==> src/rtl/i4201_clkgen.sv <==
// rtl/i4201_clkgen.sv - MCS-4 two-phase clock, power-on clear and run/step generator
//
// Purpose: derives the non-overlapping clk1/clk2 pair and poc for the
// i4001/i4002/i4004 chips from sysclk, with run/stop and single-instruction
// step control. Optional synthetic SYNC is built only when the macro
// I4201_SYNC_GEN_EN is defined; otherwise sync is tied low.
//
// Ports:
//   sysclk   in   system clock, all logic on its rising edge
//   reset    in   synchronous active-high reset
//   run      in   1 = free-run, 0 = stop at next instruction boundary
//   step     in   rising edge while stopped runs one instruction (8 clocks)
//   clk1     out  MCS-4 phase-1 clock
//   clk2     out  MCS-4 phase-2 clock
//   poc      out  power-on clear
//   sync     out  synthetic SYNC (high during X3 while running)
//   running  out  1 while clocks are toggling
//   subcycle out  clock index within the instruction cycle (0=A1 .. 7=X3)

module i4201_clkgen #(
    parameter int CLK_PERIOD = 67,
    parameter int CLK1_WIDTH = 20,
    parameter int CLK_GAP    = 13,
    parameter int CLK2_WIDTH = 20,
    parameter int POC_CYCLES = 64
) (
    input  logic       sysclk,
    input  logic       reset,
    input  logic       run,
    input  logic       step,
    output logic       clk1,
    output logic       clk2,
    output logic       poc,
    output logic       sync,
    output logic       running,
    output logic [2:0] subcycle
);

    localparam int CW = $clog2(CLK_PERIOD);

    localparam logic [CW-1:0] CNT_LAST  = CW'(CLK_PERIOD - 1);
    localparam logic [CW-1:0] C1_END    = CW'(CLK1_WIDTH);
    localparam logic [CW-1:0] C2_START  = CW'(CLK1_WIDTH + CLK_GAP);
    localparam logic [CW-1:0] C2_END    = CW'(CLK1_WIDTH + CLK_GAP + CLK2_WIDTH);
    localparam logic [15:0]   POC_LAST  = 16'(POC_CYCLES - 1);

    if (CLK1_WIDTH + CLK_GAP + CLK2_WIDTH >= CLK_PERIOD) begin : g_bad_timing
        $error("i4201_clkgen: CLK1_WIDTH+CLK_GAP+CLK2_WIDTH must be less than CLK_PERIOD");
    end

    if (POC_CYCLES < 1 || POC_CYCLES > 65535) begin : g_bad_poc
        $error("i4201_clkgen: POC_CYCLES must be in 1..65535");
    end

    typedef enum logic [1:0] {
        S_RUN,
        S_STOPPING,
        S_STOPPED,
        S_STEP
    } state_t;

    state_t          state;
    state_t          state_n;
    logic [CW-1:0]   cnt;
    logic [15:0]     poc_cnt;
    logic            step_q;
    logic            wrap;
    logic            step_edge;

    // Counting is gated by the registered running flag, so the first edge
    // after reset or a restart only arms the counter; clk1 then rises one
    // edge later from cnt=0.
    assign wrap      = running && (cnt == CNT_LAST);
    assign step_edge = step && !step_q;

    always_comb begin
        state_n = state;
        case (state)
            S_RUN: begin
                if (!run && !poc) begin
                    state_n = S_STOPPING;
                end
            end
            S_STOPPING: begin
                if (run) begin
                    state_n = S_RUN;
                end else if (wrap && subcycle == 3'd7) begin
                    state_n = S_STOPPED;
                end
            end
            S_STOPPED: begin
                // run has priority over a coincident step edge
                if (run) begin
                    state_n = S_RUN;
                end else if (step_edge) begin
                    state_n = S_STEP;
                end
            end
            S_STEP: begin
                if (wrap) begin
                    if (run) begin
                        state_n = S_RUN;
                    end else if (subcycle == 3'd7) begin
                        state_n = S_STOPPED;
                    end
                end
            end
            default: state_n = S_RUN;
        endcase
    end

    always_ff @(posedge sysclk) begin
        if (reset) begin
            state    <= S_RUN;
            cnt      <= '0;
            subcycle <= 3'd0;
            poc_cnt  <= 16'd0;
            poc      <= 1'b1;
            step_q   <= 1'b0;
            running  <= 1'b0;
            clk1     <= 1'b0;
            clk2     <= 1'b0;
        end else begin
            state   <= state_n;
            step_q  <= step;
            running <= (state_n != S_STOPPED);

            if (state_n == S_STOPPED) begin
                cnt      <= '0;
                subcycle <= 3'd0;
            end else if (running) begin
                if (wrap) begin
                    cnt      <= '0;
                    subcycle <= subcycle + 3'd1;
                end else begin
                    cnt <= cnt + CW'(1);
                end
            end

            clk1 <= running && (cnt < C1_END);
            clk2 <= running && (cnt >= C2_START) && (cnt < C2_END);

            // poc drops on the edge that registers the final wrap
            if (poc && wrap) begin
                if (poc_cnt == POC_LAST) begin
                    poc <= 1'b0;
                end else begin
                    poc_cnt <= poc_cnt + 16'd1;
                end
            end
        end
    end

`ifdef I4201_SYNC_GEN_EN
    always_ff @(posedge sysclk) begin
        if (reset) begin
            sync <= 1'b0;
        end else begin
            sync <= running && (subcycle == 3'd7);
        end
    end
`else
    assign sync = 1'b0;
`endif

endmodule

==> config.mk <==
export PLATFORM = sky130hd
export DESIGN_NAME = i4201_clkgen
export DESIGN_NICKNAME = d
export VERILOG_FILES = /design/src/rtl/i4201_clkgen.sv
export SDC_FILE = /design/constraint.sdc
export NUM_CORES = 1
export LEC_CHECK = 0
export CORE_ASPECT_RATIO = 1.1
export CORE_UTILIZATION = 47
export CTS_BUF_LIST = sky130_fd_sc_hd__clkbuf_8
export CTS_CLUSTER_SIZE = 12
export DETAILED_ROUTE_END_ITERATION = 16
export PLACE_DENSITY_LB_ADDON = 0.1
export SYNTH_ARGS = -nofsm -noshare
export SYNTH_HDL_FRONTEND = slang
export SYNTH_SLANG_ARGS = --single-unit
==> constraint.sdc <==
create_clock -name sysclk -period 1.93 [get_ports sysclk]
set_input_delay 0.2895 -clock sysclk [delete_from_list [all_inputs] [get_ports sysclk]]
set_output_delay 0.2895 -clock sysclk [all_outputs]
set_load 0.01 [all_outputs]
Word level (Yosys, flattened, before mapping)
Index checks and enable logic that the tools add are counted.
{"block": "totals", "input_bits": 4, "word_cells": 50, "out_inout_bits": 8, "ff_bits": 33}
{"block": "op_classes", "addsub": 3, "eq_ne": 8, "n_lt_le_gt_ge": 3, "muxes": 10, "n_bitwise": 1, "reduce_logical": 16}
{"cell": "16-bit by 1-bit adder with 16-bit output, second input constant", "n": 1}
{"cell": "16-bit by 6-bit equality test with 1-bit output, second input constant", "n": 1}
{"cell": "2-bit 2-to-1 mux", "n": 8}
{"cell": "1-bit logical AND", "n": 8}
{"cell": "2-bit one-hot mux with 4 select lines", "n": 1}
{"cell": "7-bit by 1-bit adder with 7-bit output, second input constant", "n": 1}
{"cell": "7-bit equality test, second input constant", "n": 1}
{"cell": "7-bit by 6-bit greater-or-equal comparator with 1-bit output, second input constant", "n": 1}
{"cell": "7-bit by 5-bit < comparator with 1-bit output, second input constant", "n": 1}
{"cell": "7-bit by 6-bit < comparator with 1-bit output, second input constant", "n": 1}
{"cell": "7-bit 2-to-1 mux", "n": 1}
{"cell": "2-bit equality test, second input constant", "n": 3}
{"cell": "2-bit AND reduction", "n": 3}
{"cell": "3-bit by 1-bit adder with 3-bit output, second input constant", "n": 1}
{"cell": "3-bit equality test, second input constant", "n": 1}
{"cell": "1-bit zero test", "n": 3}
{"cell": "2-bit by 1-bit equality test with 1-bit output, second input constant", "n": 1}
{"cell": "2-bit zero test", "n": 1}
{"cell": "2-bit inequality test, second input constant", "n": 1}
{"cell": "2-bit OR reduction", "n": 1}
{"cell": "1-bit inverter", "n": 1}

Depth between registers and ports, before layout
{"block": "depth", "depth_word": 8, "depth_mapped": 8, "mapped_depth_nobuf": 6}

Worst setup path after synthesis
Ideal clock, no wire load.
{"block": "synth_timing", "path_type": "reg2reg", "from": "register running", "to": "register poc_cnt[0]", "setup_ps": 121, "n_path_buf": 3, "arrival_ps": 1746, "required_ps": 1809, "path_slack_ps": 64, "synth_period_minus_slack_ps": 1866, "path_stages_with_launch": 8, "path_cell_list": "dfxtp_1 buf_2 and4b_1 buf_2 nand3_1 buf_2 a21oi_1 mux2_2"}
{"block": "synth_between", "elab_chain_cells": 3}
{"item": "start: declaration", "line_no": "35", "rtl": "output logic running,"}
{"item": "start signal: assignment", "line_no": "126", "rtl": "running <= (state_n != S_STOPPED);"}
{"item": "1-bit logical AND", "line_no": "73", "rtl": "assign wrap = running && (cnt == CNT_LAST);"}
{"item": "1-bit logical AND", "line_no": "144", "rtl": "if (poc && wrap) begin"}
{"item": "2-bit AND reduction (no line)"}
{"item": "end signal: assignment", "line_no": "148", "rtl": "poc_cnt <= poc_cnt + 16'd1;"}
{"item": "end: declaration", "line_no": "65", "rtl": "logic [15:0] poc_cnt;"}
Every way passes these cells.
A chain may end at the register's enable or synchronous reset.

Worst setup path in the final report
{"block": "layout_timing", "from": "register poc_cnt[11]", "to": "register poc_cnt[0]"}
{"block": "layout_between", "elab_chain_cells": 3}
{"item": "16-bit by 6-bit equality test with 1-bit output", "line_no": "145", "rtl": "if (poc_cnt == POC_LAST) begin"}
{"item": "1-bit inverter (no line)"}
{"item": "2-bit AND reduction (no line)"}
Every way passes these cells.

==> flow_summary.toml <==
[logic_synthesis]
syn_area_per_cell_um2 = 8.68
synth_cells = 197
synthFlopType = "dfxtp_1"
synth-edff-count = 0
yosysTopAreaCellShare_pct = 38.7
synth_top_cell_by_area = "dfxtp_1"
syn-num-nets = 207
netlist_top_cells_area = "dfxtp_1 (39%), a21oi_1 (5.3%), mux2_2 (4.6%)"
ys_types = 46
syn_area_um2 = 1710
synthArstFlopShare_pct = 0
ys_warn_count = 0
ys_seq_area_share_pct = 38.7
synth_seq_cells = 33

[worst_setup_path]
path_class = "register to register"
required_ns = 2.10
cpPeakStageDelay_ns = 0.54
cp-start-kind = "register"
r2r_setup_slack_ns = 0.05
r2r-end = "poc_cnt[0]$_SDFFE_PP0P_"
arrival_ns = 2.05
crit_fanout = 6
reg2regPathDepth = 4
cp_num_buf_inv = 0
cpLargestDelayFamily = "simple AND/OR/NAND/NOR gates"
endpoint_kind = "register"
cp_slowest_cell = "or4_4"
startpoint = "poc_cnt[11]$_SDFFE_PP0P_"
worstPathCellList = "or4_4, nor4_4, a21oi_1, mux2_2"
path_depth = 4
r2r-start = "poc_cnt[11]$_SDFFE_PP0P_"

[drt]
drt-wirelength-per-cell_um = 13.4
vias_per_cell = 5.63
num_vias = 1527
drcViolationCount = 0
drt_iter0_drc = 65
ant_nets = 0
totalWireLength_mm = 3.63
dr.pass1.iters = 5

[timing]
fmax_mhz = 531
finalHoldViolCount = 0
min_period_over_period_pct = 97.5
slew_viol_final = 0
fin_worst_skew_ns = 0.00724
rsz0062_at_grt = "false"
final-setup-viol-count = 0
holdWs_ns = 0.472
period_minus_slack_ns = 1.88

[cts]
clock-root-buffer = "clkbuf_8"
cts_max_path_buffers = 2
clk_latency_ns = 0.28
cts_setup_buffers = 0
htreeDepth = 2
cts_made_buffers = 5
cts_sinks = 33
cts.hold.buffers_added = 0
cts_tree = "yes"
path_clk_slew_ns = 0.06

[placed_design]
gp_congestion = 0.757
port_buffers = 10
dpl.hpwl_mm = 2.70

[grt]
grt_max_degree = 22
busiest_layer = "met2"
grt_first_pass_wirelength_mm = 6.27
grtUsageMet1_pct = 23.4
met2_usage_pct = 37.9
antenna_found_initial = 0
grt_use_total_pct = 21.8
grt_use_met3_pct = 5.51
grt_pass1_vias = 1481
grt-ovfl-total = 0

[power_and_ir_drop]
p_per_area_nw_per_um2 = 614
max-vdd-ir-drop_mv = 0.538
cellLeakagePower_nw = 0.785

[hold_path]
hold_class = "register to register"
min-delay-start = "poc_cnt[1]$_SDFFE_PP0P_"
hold_path_end = "poc_cnt[1]$_SDFFE_PP0P_"
hold_depth = 2

[run_status]
status = "finished, final reports clean"

[final_layout]
drive_above_1_share_pct = 19.7
multi_input_area_um2 = 1000
finish.utilization_pct = 60.9
n_antenna_cell = 0
syn_to_final_growth_pct = 21.6
layout.area.seq_um2 = 661
nFillCells = 332
nets = 233

[die]
die-width_um = 59.5
io_pins = 12
core_um2 = 3410
die_area_um2 = 3880
die_h_um = 65.2
num_rows = 22
initial_utilization_pct = 50.1

[job]
maxCapViolCount = 0
==> worst max-delay path by stage <==
| stage | end | slack (ns) |
|---|---|---|
| after floorplan | poc_cnt[0]$_SDFFE_PP0P_ | 0.06 |
| final | poc_cnt[0]$_SDFFE_PP0P_ | 0.05 |
| after global routing | poc_cnt[0]$_SDFFE_PP0P_ | 0.004 |
| after detailed placement | poc_cnt[15]$_SDFFE_PP0P_ | -0.07 |
| after global placement | poc_cnt[15]$_SDFFE_PP0P_ | 0.05 |
| after CTS | poc_cnt[15]$_SDFFE_PP0P_ | 0.03 |
==> power by group <==
part           internal (mW)  switching [mW]
clock network          0.277           0.234
registers              0.688         0.00288
logic                 0.0332          0.0414
total                  0.998           0.279
==> per-layer routing <==
layer	vias to the layer above	wire length, um
li1	761	-
met1	730	1530
met2	27	1890
met3	9	122
met4	0	87
met5	-	0
==> sequential cells by signal (all words and copies together) (netlist names) <==
signal	flops
clk2	1
state	2
clk1	1
poc	1
poc_cnt	16
subcycle	3
running	1
cnt	7
step_q	1
==> layout by cell type (no fill, tap or decap), drive strengths merged, types with 2 or more instances in the layout <==
cell type,netlist,final
xnor2,3,3
nand2,16,16
xor2,3,3
nand3,10,10
mux2,7,7
clkbuf,5,6
or4,2,2
nor3,3,3
mux2i,2,2
o21ai,8,8
ha,6,6
inv,7,8
nor2,13,13
and2,3,3
nand4,7,7
dfxtp,33,33
nor4,2,2
nand2b,2,2
clkdlybuf4s50,0,10
o41ai,3,3
or3,6,6
buf,5,19
and4,2,2
or2,2,2
a21oi,18,18
and4b,2,2
o311ai,2,2
nor2b,8,8
a211oi,5,5
==> tightest hold or removal path: stages (launching register included) <==
cell	delay (ns)
dfxtp_1	0.32
nand2_1	0.05
mux2i_1	0.05
==> metrics by stage <==
step                instances  TNS [ns]  total power [mW]  area, um2  worst slack [ns]
floorplan                 197         0             0.749       1710            0.0637
finish                    271         0              1.28       2080            0.0473
CTS                       271         0              1.30       2060            0.0292
global route              271         0              1.33       2080           0.00412
detailed placement        264    -0.150             0.780       1970           -0.0674
global placement          264         0             0.778       1970            0.0491
==> cells in the mapped netlist, drive strengths merged (2+ instances only) <==
master / instances
xnor2: 3
and2: 3
and4: 2
dfxtp: 33
a211oi: 5
and4b: 2
nand2: 16
nor4: 2
ha: 6
or3: 6
buf: 5
clkbuf: 5
nand4: 7
nor2b: 8
nand2b: 2
or2: 2
inv: 7
nand3: 10
nor3: 3
xor2: 3
o21ai: 8
o41ai: 3
a21oi: 18
mux2i: 2
nor2: 13
mux2: 7
o311ai: 2
or4: 2
==> logic make-up after synthesis <==
logic type	synth area share (%)
compound gates	16.8
xor+xnor	3.08
fa+ha+maj	4.39
buf+inv	4.17
flops	38.7
mux	5.78
other cells	0.219
simple gates	26.9
==> what timing repair did <==
action | in CTS | in global routing
endpoints found under the setup margin | 4 | 5
gates resized for setup | 2 | 4
pin swaps | 0 | 0
==> area by class of cell <==
class	instances	area share, %
inverters	7	1.26
clock buffers	6	3.97
clock inverters	1	0.181
repair buffers	29	11.7
multi-input cells	147	48.2
well taps	48	2.89
flip-flops and latches	33	31.8
(Power assumes the default switching activity.)
==> RTL change (config.mk and constraints unchanged) <==
The parameter `CLK_PERIOD` goes from 67 to 134.
--- a/src/rtl/i4201_clkgen.sv
+++ b/src/rtl/i4201_clkgen.sv
@@ -18,7 +18,7 @@
 //   subcycle out  clock index within the instruction cycle (0=A1 .. 7=X3)
 
 module i4201_clkgen #(
-    parameter int CLK_PERIOD = 67,
+    parameter int CLK_PERIOD = 134,
     parameter int CLK1_WIDTH = 20,
     parameter int CLK_GAP    = 13,
     parameter int CLK2_WIDTH = 20,
Function: same outputs for any inputs over 10 cycles, from zero or initial values and one cycle with reset high; that may be too few to reach the edited logic, so the function may still have changed.
==> RTL change against the unedited design <==
Design area up 2.2%. Wire length grew 9.6%. Sequential cell count increased by 1. Area after synthesis grew 3.3%. Combinational power down 12%. First-iteration DRC count is 26% lower. Power decreased by 1.7%. Utilization is 2.3 points lower. Synthesized cell count rose by 1.5%. Final cell count did not move. Clock power down 6.8%. Setup slack improved by 0.044 ns. Critical endpoint is now cnt[3]$_SDFFE_PP0P_. Largest power group unchanged.
==> RTL change: results (changes against the unedited design) <==
Status: finished, final reports clean
Mapped Nets: 210 (+1.4%)
Top_reg_cell synth: dfxtp_1
GRT Overall Usage: 21.8% (about the same)
Switching portion of total power: 22.1% (+0.28 points)
Asr flop ratio synth: 0% (unchanged)
NumNets Final: 231 (-0.86%)
Post-DP HPWL: 2810 um (+4.1%)
Hold Path Class: register to register
Layout cell share with drive strength beyond 1: 19.9% (+0.18 points)
Worst EP arrival: 2.02 ns (-0.03 ns)
Post-synth top cells: dfxtp_1 (34), a21oi_1 (16), nand3_1 (12), nand2_1 (11), nor4_1 (10)
CP peak stage delay: 0.34 ns (-0.20 ns)
First-pass GRT wire length: 6490 um (+3.5%)
Worst-path fanout max: 6 (unchanged)
Area occupied by multi-input gates: 0.00105 mm^2 (+5.2%)
Synth cell types: 45 (-2.2%)
Sequential-to-total area share from yosys stat: 38.6% (-0.099 points)
CTS max path bufs: 2 (unchanged)
Largest regs: poc_cnt x16, cnt x8, subcycle x3
Setup WS pre-CTS: -0.0227 ns (+0.0447 ns)
Drt pass-1 iters: 4 (-1)
Placed inst area: 0.00195 mm^2 (-1.1%)
Fin Clk Skew: 0.00370 ns (-0.00354 ns)
Largest net degree at the start of global routing: 25 (+14%)
Fillers: 333 (+0.30%)
Slowest-stage cell, CP: dfxtp_1
Routed vias: 1538 (+0.72%)
H-Tree Depth: 2 (unchanged)
Hold-fix buffers, CTS: 0 (unchanged)
Initial antenna violation count: 0 (unchanged)
WL final: 3980 um (+9.6%)
Clock Pin Slew Worst Setup and Hold Paths: 0.06 ns (about the same)
Crit path max-delay family: simple AND/OR/NAND/NOR gates
Worst-skew pair later-pin latency: 0.28 ns (about the same)
Antenna Cells: 0 (unchanged)
Peak VDD IR: 0.334 mV (-38%)
Largest cells by area after synthesis: dfxtp_1 (39%), a21oi_1 (4.5%), ha_1 (4.3%)
Root Buffer Master: clkbuf_8
Yosys warns: 0 (unchanged)
# port buffers: 10 (unchanged)
CTS buffer count: 5 (unchanged)
1st-iter DRT viols: 48 (-26%)
GPL Wtd Cong: 0.777 (+2.7%)
Leakage: 0.000735 uW (-6.4%)
RTL change: cell count changes in the layout (fill, tap and decap cells not counted), moves of 4 or more:
cell,before,now
nor3_1,2,6
o31ai_1,0,7
nor2_1,13,9
a21oi_1,18,14
nand2_1,16,11
mux2_2,7,3
nor4_1,0,7
or4_1,1,8
RTL change: routing by layer:
layer / vias to the layer above / GRT usage, % / part of all wire, %
met5: - / 0 / 0
met4: 0 / 7.95 / 1.3
met3: 5 / 5.48 / 2.1
met2: 14 / 40.7 / 55
met1: 737 / 22.7 / 41
li1: 782 / - / -
RTL change: power by group through the flow:
stage                     sequential, uW  combinational (uW)  clock (uW)
after floorplan                      729                32.8           0
after global placement               727                56.9           0
after detailed placement             728                59.2           0
after CTS                            712                59.4         487
after global routing                 713                72.5         519
final                                714                65.4         476
RTL change: worst paths after layout:
check / start / end / slack [ns] / depth (start not counted)
setup / recovery: subcycle[0]$_SDFFE_PP0P_ / cnt[3]$_SDFFE_PP0P_ / 0.09 / 7
hold / removal: poc_cnt[5]$_SDFFE_PP0P_ / poc_cnt[5]$_SDFFE_PP0P_ / 0.49 / 2
setup reg to reg: subcycle[0]$_SDFFE_PP0P_ / cnt[3]$_SDFFE_PP0P_ / 0.09 / 7
hold reg to reg: poc_cnt[5]$_SDFFE_PP0P_ / poc_cnt[5]$_SDFFE_PP0P_ / 0.49 / 2
RTL change: layout make-up:
| class | count | area share (%) |
|---|---|---|
| well taps | 50 | 2.95 |
| clock buffers | 5 | 3.24 |
| flip-flops and latches | 34 | 32.2 |
| multi-input cells | 149 | 49.7 |
| repair buffers | 27 | 10.9 |
| clock inverters | 2 | 0.354 |
| inverters | 4 | 0.707 |
RTL change: worst reg2reg max path, stage by stage, from the launching register on:
cell	delay [ns]
dfxtp_1	0.34
ha_1	0.21
ha_1	0.23
and3b_1	0.20
a31oi_2	0.26
nor4_4	0.07
buf_4	0.17
nor4_1	0.27
RTL change: kinds of logic after synthesis:
group / synth area share [%]
other: 0.212
AND/OR/NAND/NOR: 33.0
buffers and inverters: 5.39
multiplexers: 3.61
AO/OA/AOI/OAI: 11.6
XOR/XNOR: 3.47
adder cells (fa/ha/maj): 4.25
flip-flops: 38.6
RTL change: metrics by stage:
stage                     total power, uW  instances
after floorplan                       762        200
after global placement                784        260
after detailed placement              787        260
after CTS                            1260        267
after global routing                 1300        271
final                                1250        271
RTL change: repair_timing:
action | CTS | global route
hold endpoints to repair | 0 | 0
pin swaps | 0 | 2
buffers inserted | 0 | 3
cloned | 0 | 1
gates resized for setup | 2 | 17
setup endpoints to repair | 5 | 21
